[src/rtl/apb_slave_regs.sv]
// APB completer with a bank of DEPTH read/write registers, fixed wait-state insertion
// and an error response for addresses outside the implemented range.
module apb_slave_regs #(
    parameter int unsigned ADDR_WIDTH  = 8,
    parameter int unsigned DATA_WIDTH  = 8,
    parameter int unsigned DEPTH       = 16,
    parameter int unsigned WAIT_CYCLES = 0
) (
    input  logic                  clk,
    input  logic                  reset_n,
    input  logic                  psel,
    input  logic                  penable,
    input  logic                  pwrite,
    input  logic [ADDR_WIDTH-1:0] paddr,
    input  logic [DATA_WIDTH-1:0] pwdata,
    output logic [DATA_WIDTH-1:0] prdata,
    output logic                  pready,
    output logic                  pslverr,
    output logic [DATA_WIDTH-1:0] reg0_out
);

    localparam int unsigned IDX_W     = (DEPTH > 1) ? $clog2(DEPTH) : 1;
    localparam logic [3:0]  WAIT_INIT = 4'(WAIT_CYCLES);

    typedef enum logic {StIdle, StAccess} state_e;

    state_e                r_state, w_state_next;
    logic [3:0]            r_cnt, w_cnt_next;
    logic [DATA_WIDTH-1:0] r_mem [DEPTH];
    logic [DATA_WIDTH-1:0] r_prdata;
    logic [31:0]           w_addr32;
    logic [IDX_W-1:0]      w_idx;
    logic                  w_setup;
    logic                  w_in_range;
    logic                  w_wr_en;
    logic                  w_ready;

    assign w_addr32   = 32'(paddr);
    assign w_idx      = paddr[IDX_W-1:0];
    assign w_in_range = (w_addr32 < DEPTH);
    assign w_setup    = psel && !penable;
    assign w_ready    = (r_state == StAccess) && psel && penable && (r_cnt == 4'd0);

    // A setup phase restarts the transfer from any state, which also covers back-to-back.
    always_comb begin
        w_state_next = r_state;
        w_cnt_next   = r_cnt;
        w_wr_en      = 1'b0;
        if (w_setup) begin
            w_state_next = StAccess;
            w_cnt_next   = WAIT_INIT;
        end else if (r_state == StAccess) begin
            if (!psel) begin
                w_state_next = StIdle;
            end else if (penable) begin
                if (r_cnt != 4'd0) begin
                    w_cnt_next = r_cnt - 4'd1;
                end else begin
                    w_state_next = StIdle;
                    w_wr_en      = pwrite && w_in_range;
                end
            end
        end
    end

    always_ff @(posedge clk or negedge reset_n) begin
        if (!reset_n) begin
            r_state <= StIdle;
            r_cnt   <= 4'd0;
        end else begin
            r_state <= w_state_next;
            r_cnt   <= w_cnt_next;
        end
    end

    always_ff @(posedge clk or negedge reset_n) begin
        if (!reset_n) begin
            for (int unsigned i = 0; i < DEPTH; i++) begin
                r_mem[i] <= '0;
            end
        end else if (w_wr_en) begin
            r_mem[w_idx] <= pwdata;
        end
    end

    // Read data is captured at setup so it is stable throughout the access phase.
    always_ff @(posedge clk or negedge reset_n) begin
        if (!reset_n) begin
            r_prdata <= '0;
        end else if (w_setup && !pwrite) begin
            r_prdata <= w_in_range ? r_mem[w_idx] : '0;
        end
    end

    assign prdata   = r_prdata;
    assign pready   = w_ready;
    assign pslverr  = w_ready && !w_in_range;
    assign reg0_out = r_mem[0];

endmodule

[config.mk]
export PLATFORM = sky130hd
export DESIGN_NAME = apb_slave_regs
export DESIGN_NICKNAME = d
export VERILOG_FILES = /design/src/rtl/apb_slave_regs.sv
export SDC_FILE = /design/constraint.sdc
export NUM_CORES = 1
export LEC_CHECK = 0
export CORE_UTILIZATION = 50
export CTS_BUF_LIST = sky130_fd_sc_hd__clkbuf_4
export DETAILED_ROUTE_END_ITERATION = 6
export DONT_BUFFER_PORTS = 1
export GPL_TIMING_DRIVEN = 0
export MAX_ROUTING_LAYER = met4
export PLACE_DENSITY = 0.71
export SLEW_MARGIN = 20
export SYNTH_ARGS = -nofsm -noshare
export SYNTH_HDL_FRONTEND = slang
export SYNTH_SLANG_ARGS = --single-unit
[constraint.sdc]
create_clock -name clk -period 2.5 [get_ports clk]
set_clock_uncertainty 0.1 [all_clocks]
set_input_delay 0.5 -clock clk [delete_from_list [all_inputs] [get_ports clk]]
set_output_delay 0.5 -clock clk [all_outputs]
set_load 0.01 [all_outputs]
After elaboration in Yosys (flattened, before gate mapping) --
Index checks and enable logic that the tools add are counted.
Cells by class: multiplexer cells 22, bitwise gates (word level) 1, magnitude comparators 3, $add $sub $neg 1, reductions and logical operators 18
Operator list (number):
- bitwise mux 128 bit | 1
- binary-select mux 8 bit (select 4 bit) | 1
- demux 8 bit (select 4 bit) | 1
- 2-to-1 mux 8 bit | 4
- 2-to-1 mux 4 bit | 5
- 2-to-1 mux 1 bit | 10
- logical AND 1 bit | 8
- less-than comparator 8 x 5 -> 1 bit (second input constant) | 1
- nonzero test 2 bit | 4
- >= comparator 5 bit (second input constant) | 1
- less-than comparator 5 x 1 -> 1 bit (second input constant) | 1
- NOT 4 -> 5 bit | 1
- logical NOT 4 bit | 1
- AND reduction 4 bit | 1
- nonzero test 4 bit | 1
- subtractor 4 x 1 -> 4 bit (second input constant) | 1
- logical NOT 1 bit | 3
Storage, ports and cells: flip-flop bits (word level) 141, output and inout port bits 18

Logic depth before layout (Yosys ltp) --
depth in word-level cells 7, gate-level depth with buffers 8

Worst setup path before layout --
Ideal clock, no wire load.
path type input to register, from in paddr[4], to reg r_mem[39] (netlist bit), setup slack 33 ps, cell stages on the path 5, setup time 125 ps, buffers on the path 1, data arrival time 2242 ps, cells stage by stage nor4_4 nand3_2 buf_6 nor4_4 mux2_2
Between the ends: cells in the longest elaborated chain, start to end 7
Ends and longest elaborated chain:
- start, declared | line 14 | input logic [ADDR_WIDTH-1:0] paddr,
- less-than comparator 8 x 5 -> 1 bit | line 40 | assign w_in_range = (w_addr32 < DEPTH);
- logical AND 1 bit | line 60 | w_wr_en = pwrite && w_in_range;
- 2-to-1 mux 1 bit | line 56 | if (r_cnt != 4'd0) begin
- 2-to-1 mux 1 bit | line 55 | end else if (penable) begin
- 2-to-1 mux 1 bit | line 53 | if (!psel) begin
- 2-to-1 mux 1 bit | line 52 | end else if (r_state == StAccess) begin
- 2-to-1 mux 1 bit | line 49 | if (w_setup) begin
- end signal, assigned by index | line 82 | r_mem[w_idx] <= pwdata;
- end, declared | line 29 | logic [DATA_WIDTH-1:0] r_mem [DEPTH];
No other way between the ends. A chain may end at the register's enable or synchronous reset.

Worst setup path in the final report --
from reg r_cnt[1], to out pslverr
Between the ends: cells in the longest elaborated chain, start to end 3
Ends and longest elaborated chain:
- start, declared | line 28 | logic [3:0] r_cnt, w_cnt_next;
- start signal, assigned | line 72 | r_cnt <= w_cnt_next;
- logical NOT 4 bit | line 42 | assign w_ready = (r_state == StAccess) && psel && penable && (r_cnt == 4'd0);
- logical AND 1 bit | line 42
- logical AND 1 bit | line 97 | assign pslverr = w_ready && !w_in_range;
- end, declared | line 18 | output logic pslverr,
No other way between the ends.

==> reports/qor.yml <==
status: "finished with violations"
failed_checks: "hold timing, setup timing"
num_rows: 42
start_util: 0.512
post-layout-total-power_uw: 3970
fin_area_mm2: 0.00813
cts.htree.levels: 4
first_global_vias: 4305
boundaryPins: 39
tritoncts: "yes"
synth.lib_cells_used.distinct: 29
die_height_um: 118
cp_num_cells: 7
number_of_antenna_violations_at_the_first_check_in_global_routing: 0
worst_slew_margin_rel: 0.369
floorplan.die_area_mm2: 0.0140
globalRoute.totalOverflow: 0
setup_slack_ps: -160
max_freq_mhz: 376
synth_seq_cells: 141
hold_buffers: 9
dpl_worst_slack_ps: -422
post-route-min-period_ps: 2660
arrival_time_worst_endpoint_ps: 2060
synthesis.nets: 442
tightest_slew_ps: 946
clockBufferDepth: 2
antenna_left: 0
timing.final.hold_violations: 141
setup_repair_after_global_routing_missed_its_margin: "true"
fraction_of_the_yosys_area_taken_by_sequential_cells: 0.522
gr-usage-all-layers: 0.255
commonest_non_fill_non_tap_cells_in_the_layout: "sky130_fd_sc_hd__dfrtp_1 (141), sky130_fd_sc_hd__mux2_4 (92), sky130_fd_sc_hd__mux2_2 (36), sky130_fd_sc_hd__mux4_2 (32), sky130_fd_sc_hd__buf_4 (25)"
design.final.nets: 506
routed_wire_length_per_instance_um: 24.2
drt_first_iter_violations: 219
cp_slowest_cell: "sky130_fd_sc_hd__or3_4"
final_common_cell: "sky130_fd_sc_hd__dfrtp_1"
placed_cell_area_mm2: 0.00697
static-leakage-power_uw: 0.00386
clock-root-buffer: "sky130_fd_sc_hd__clkbuf_4"
drc: 0
core_mm2: 0.0132
timing.setup.critical_path_class: "register to output port"
post_synth_inst_count: 420
clk_pin_slew_worst_paths_ps: 110
route.vias.total: 3960
post-place-cells: 596
average_via_count_per_standard_cell: 5.88
timing.hold.ws_ps: -432
total_of_warnings_raised_by_yosys: 0
clkLatencyLatePin_ps: 520
power.ir.vdd_worst_mv: 0.384
antennaDiodeCount: 0
reg2reg_depth: 11
die_width_um: 118
critical_path.max_fanout: 4
firstDrtPassIters: 4
clock-sinks: 141
timing.critical_path.max_delay_family: "simple AND/OR/NAND/NOR gates"
cp_slowest_stage_delay_ps: 420
power_density_over_cell_area_mw_per_mm2: 488
max_cap_violations: 0
critical_path_buf_inv_count: 3
fin_tns_setup_ps: -2480
cts_inserted_buffers: 17
cp-start-kind: "register"
final_cells: 673
fill_cells: 972
layout-drive-gt1-share: 0.535
routed_wirelength_um: 16300
crit_chain: "inv_2, ha_4, nand4_1, or3_4, buf_12, buf_12, nor2_4"
synthesis.area_per_instance_um2: 16.1
setup_viol: 54
gp_routability_congestion: 0.832
detailed_place_hpwl_um: 9660
numPortBuffers: 0
synth_area_mm2: 0.00675
endpoint_kind: "output port"
final.period_utilization: 1.06
grt_pass1_wl_um: 25200
grt_max_degree: 142
area_delta_synth_final_pct: 20.4
worst_path_most_repeated_cell: "sky130_fd_sc_hd__buf_12"
critPathRequiredTime_ps: 1900
min-delay-path-class: "input pin to asynchronous set/reset pin"
slew_violations: 0
==> synth_stat cells <==
cell type / n / share of area
sky130_fd_sc_hd__or3b_2: 1 / 0.0013
sky130_fd_sc_hd__a211o_1: 1 / 0.0013
sky130_fd_sc_hd__a22o_1: 8 / 0.010
sky130_fd_sc_hd__mux4_2: 32 / 0.11
sky130_fd_sc_hd__inv_1: 5 / 0.0028
sky130_fd_sc_hd__o32ai_1: 1 / 0.0013
sky130_fd_sc_hd__clkbuf_1: 17 / 0.0094
sky130_fd_sc_hd__o21ai_0: 3 / 0.0022
sky130_fd_sc_hd__and3_1: 1 / 0.00093
sky130_fd_sc_hd__nor4_4: 17 / 0.054
sky130_fd_sc_hd__mux2i_1: 24 / 0.036
sky130_fd_sc_hd__mux2_1: 5 / 0.0083
sky130_fd_sc_hd__nand3_2: 1 / 0.0015
sky130_fd_sc_hd__dfrtp_1: 141 / 0.52
sky130_fd_sc_hd__buf_1: 1 / 0.00056
sky130_fd_sc_hd__nand2b_1: 6 / 0.0056
sky130_fd_sc_hd__nor2_1: 3 / 0.0017
sky130_fd_sc_hd__a21boi_0: 1 / 0.0011
sky130_fd_sc_hd__buf_2: 4 / 0.0030
sky130_fd_sc_hd__or3_1: 2 / 0.0019
sky130_fd_sc_hd__nand2_1: 4 / 0.0022
sky130_fd_sc_hd__or2_2: 3 / 0.0028
sky130_fd_sc_hd__mux2_2: 123 / 0.21
sky130_fd_sc_hd__buf_6: 2 / 0.0033
sky130_fd_sc_hd__buf_4: 9 / 0.010
sky130_fd_sc_hd__ha_1: 1 / 0.0019
sky130_fd_sc_hd__a21oi_1: 1 / 0.00074
sky130_fd_sc_hd__nand4_1: 2 / 0.0019
sky130_fd_sc_hd__nor3_1: 1 / 0.00074
==> stage by stage <==
stage | hold WS [ps] | utilization
5_1_grt | -506 | 0.617
6_report | -432 | 0.617
3_3_place_gp | 109 | 0.529
3_5_place_dp | 108 | 0.529
4_1_cts | -497 | 0.598
2_1_floorplan | 104 | -
==> registers in the layout, indices dropped and copies added, names as in the netlist <==
name      count
reg0_out      8
r_cnt         4
r_state       1
prdata        8
r_mem       120
==> report_power, final <==
part           switching [uW]  internal [uW]  total [uW]
clock                     754            514        1270
sequential               24.0           2310        2330
combinational             197            172         369
total                     975           2990        3970
==> layout make-up <==
type,count,area (um2),area share
timing repair buffer,45,532,0.0654
multi-input combinational,241,3400,0.418
tap,176,220,0.0271
clock buffer,21,158,0.0194
inverter,5,21.3,0.00261
sequential,141,3530,0.434
buffer,33,199,0.0245
clock inverter,11,76.3,0.00938
==> layer usage <==
metal	GRT usage	vias to the layer above	wire length, um	share of wire
met5	-	-	0	0
met4	0.0849	0	256	0.016
met3	0.0550	17	971	0.060
met2	0.398	110	8180	0.50
met1	0.333	2125	6900	0.42
li1	-	1708	-	-
==> cell families after synthesis <==
kind of cell | synth area share
compound gates | 0.0170
simple gates | 0.0739
fa+ha+maj | 0.00185
buf+inv | 0.0291
mux | 0.356
flops | 0.522
==> worst paths after layout <==
check,slack (ps),end,start
worst max-delay path,-160,pslverr,r_cnt[1]
worst min-delay path,-430,r_mem[31],reset_n
worst max register to register,-110,r_mem[37],r_cnt[1]
worst min register to register,420,r_mem[91],r_mem[91]
max in group asynchronous,2580,r_mem[116],reset_n
min in group clk,60,r_state,psel
==> repair_timing <==
action                                 in CTS  in global routing
endpoints found under the hold margin     190                141
buffers inserted                           32                  5
pin swaps                                  12                 15
gates cloned                                1                  0
resized for setup                          59                 61
setup endpoints to repair                 130                102
Note: power is estimated with default switching activity, not from simulation.
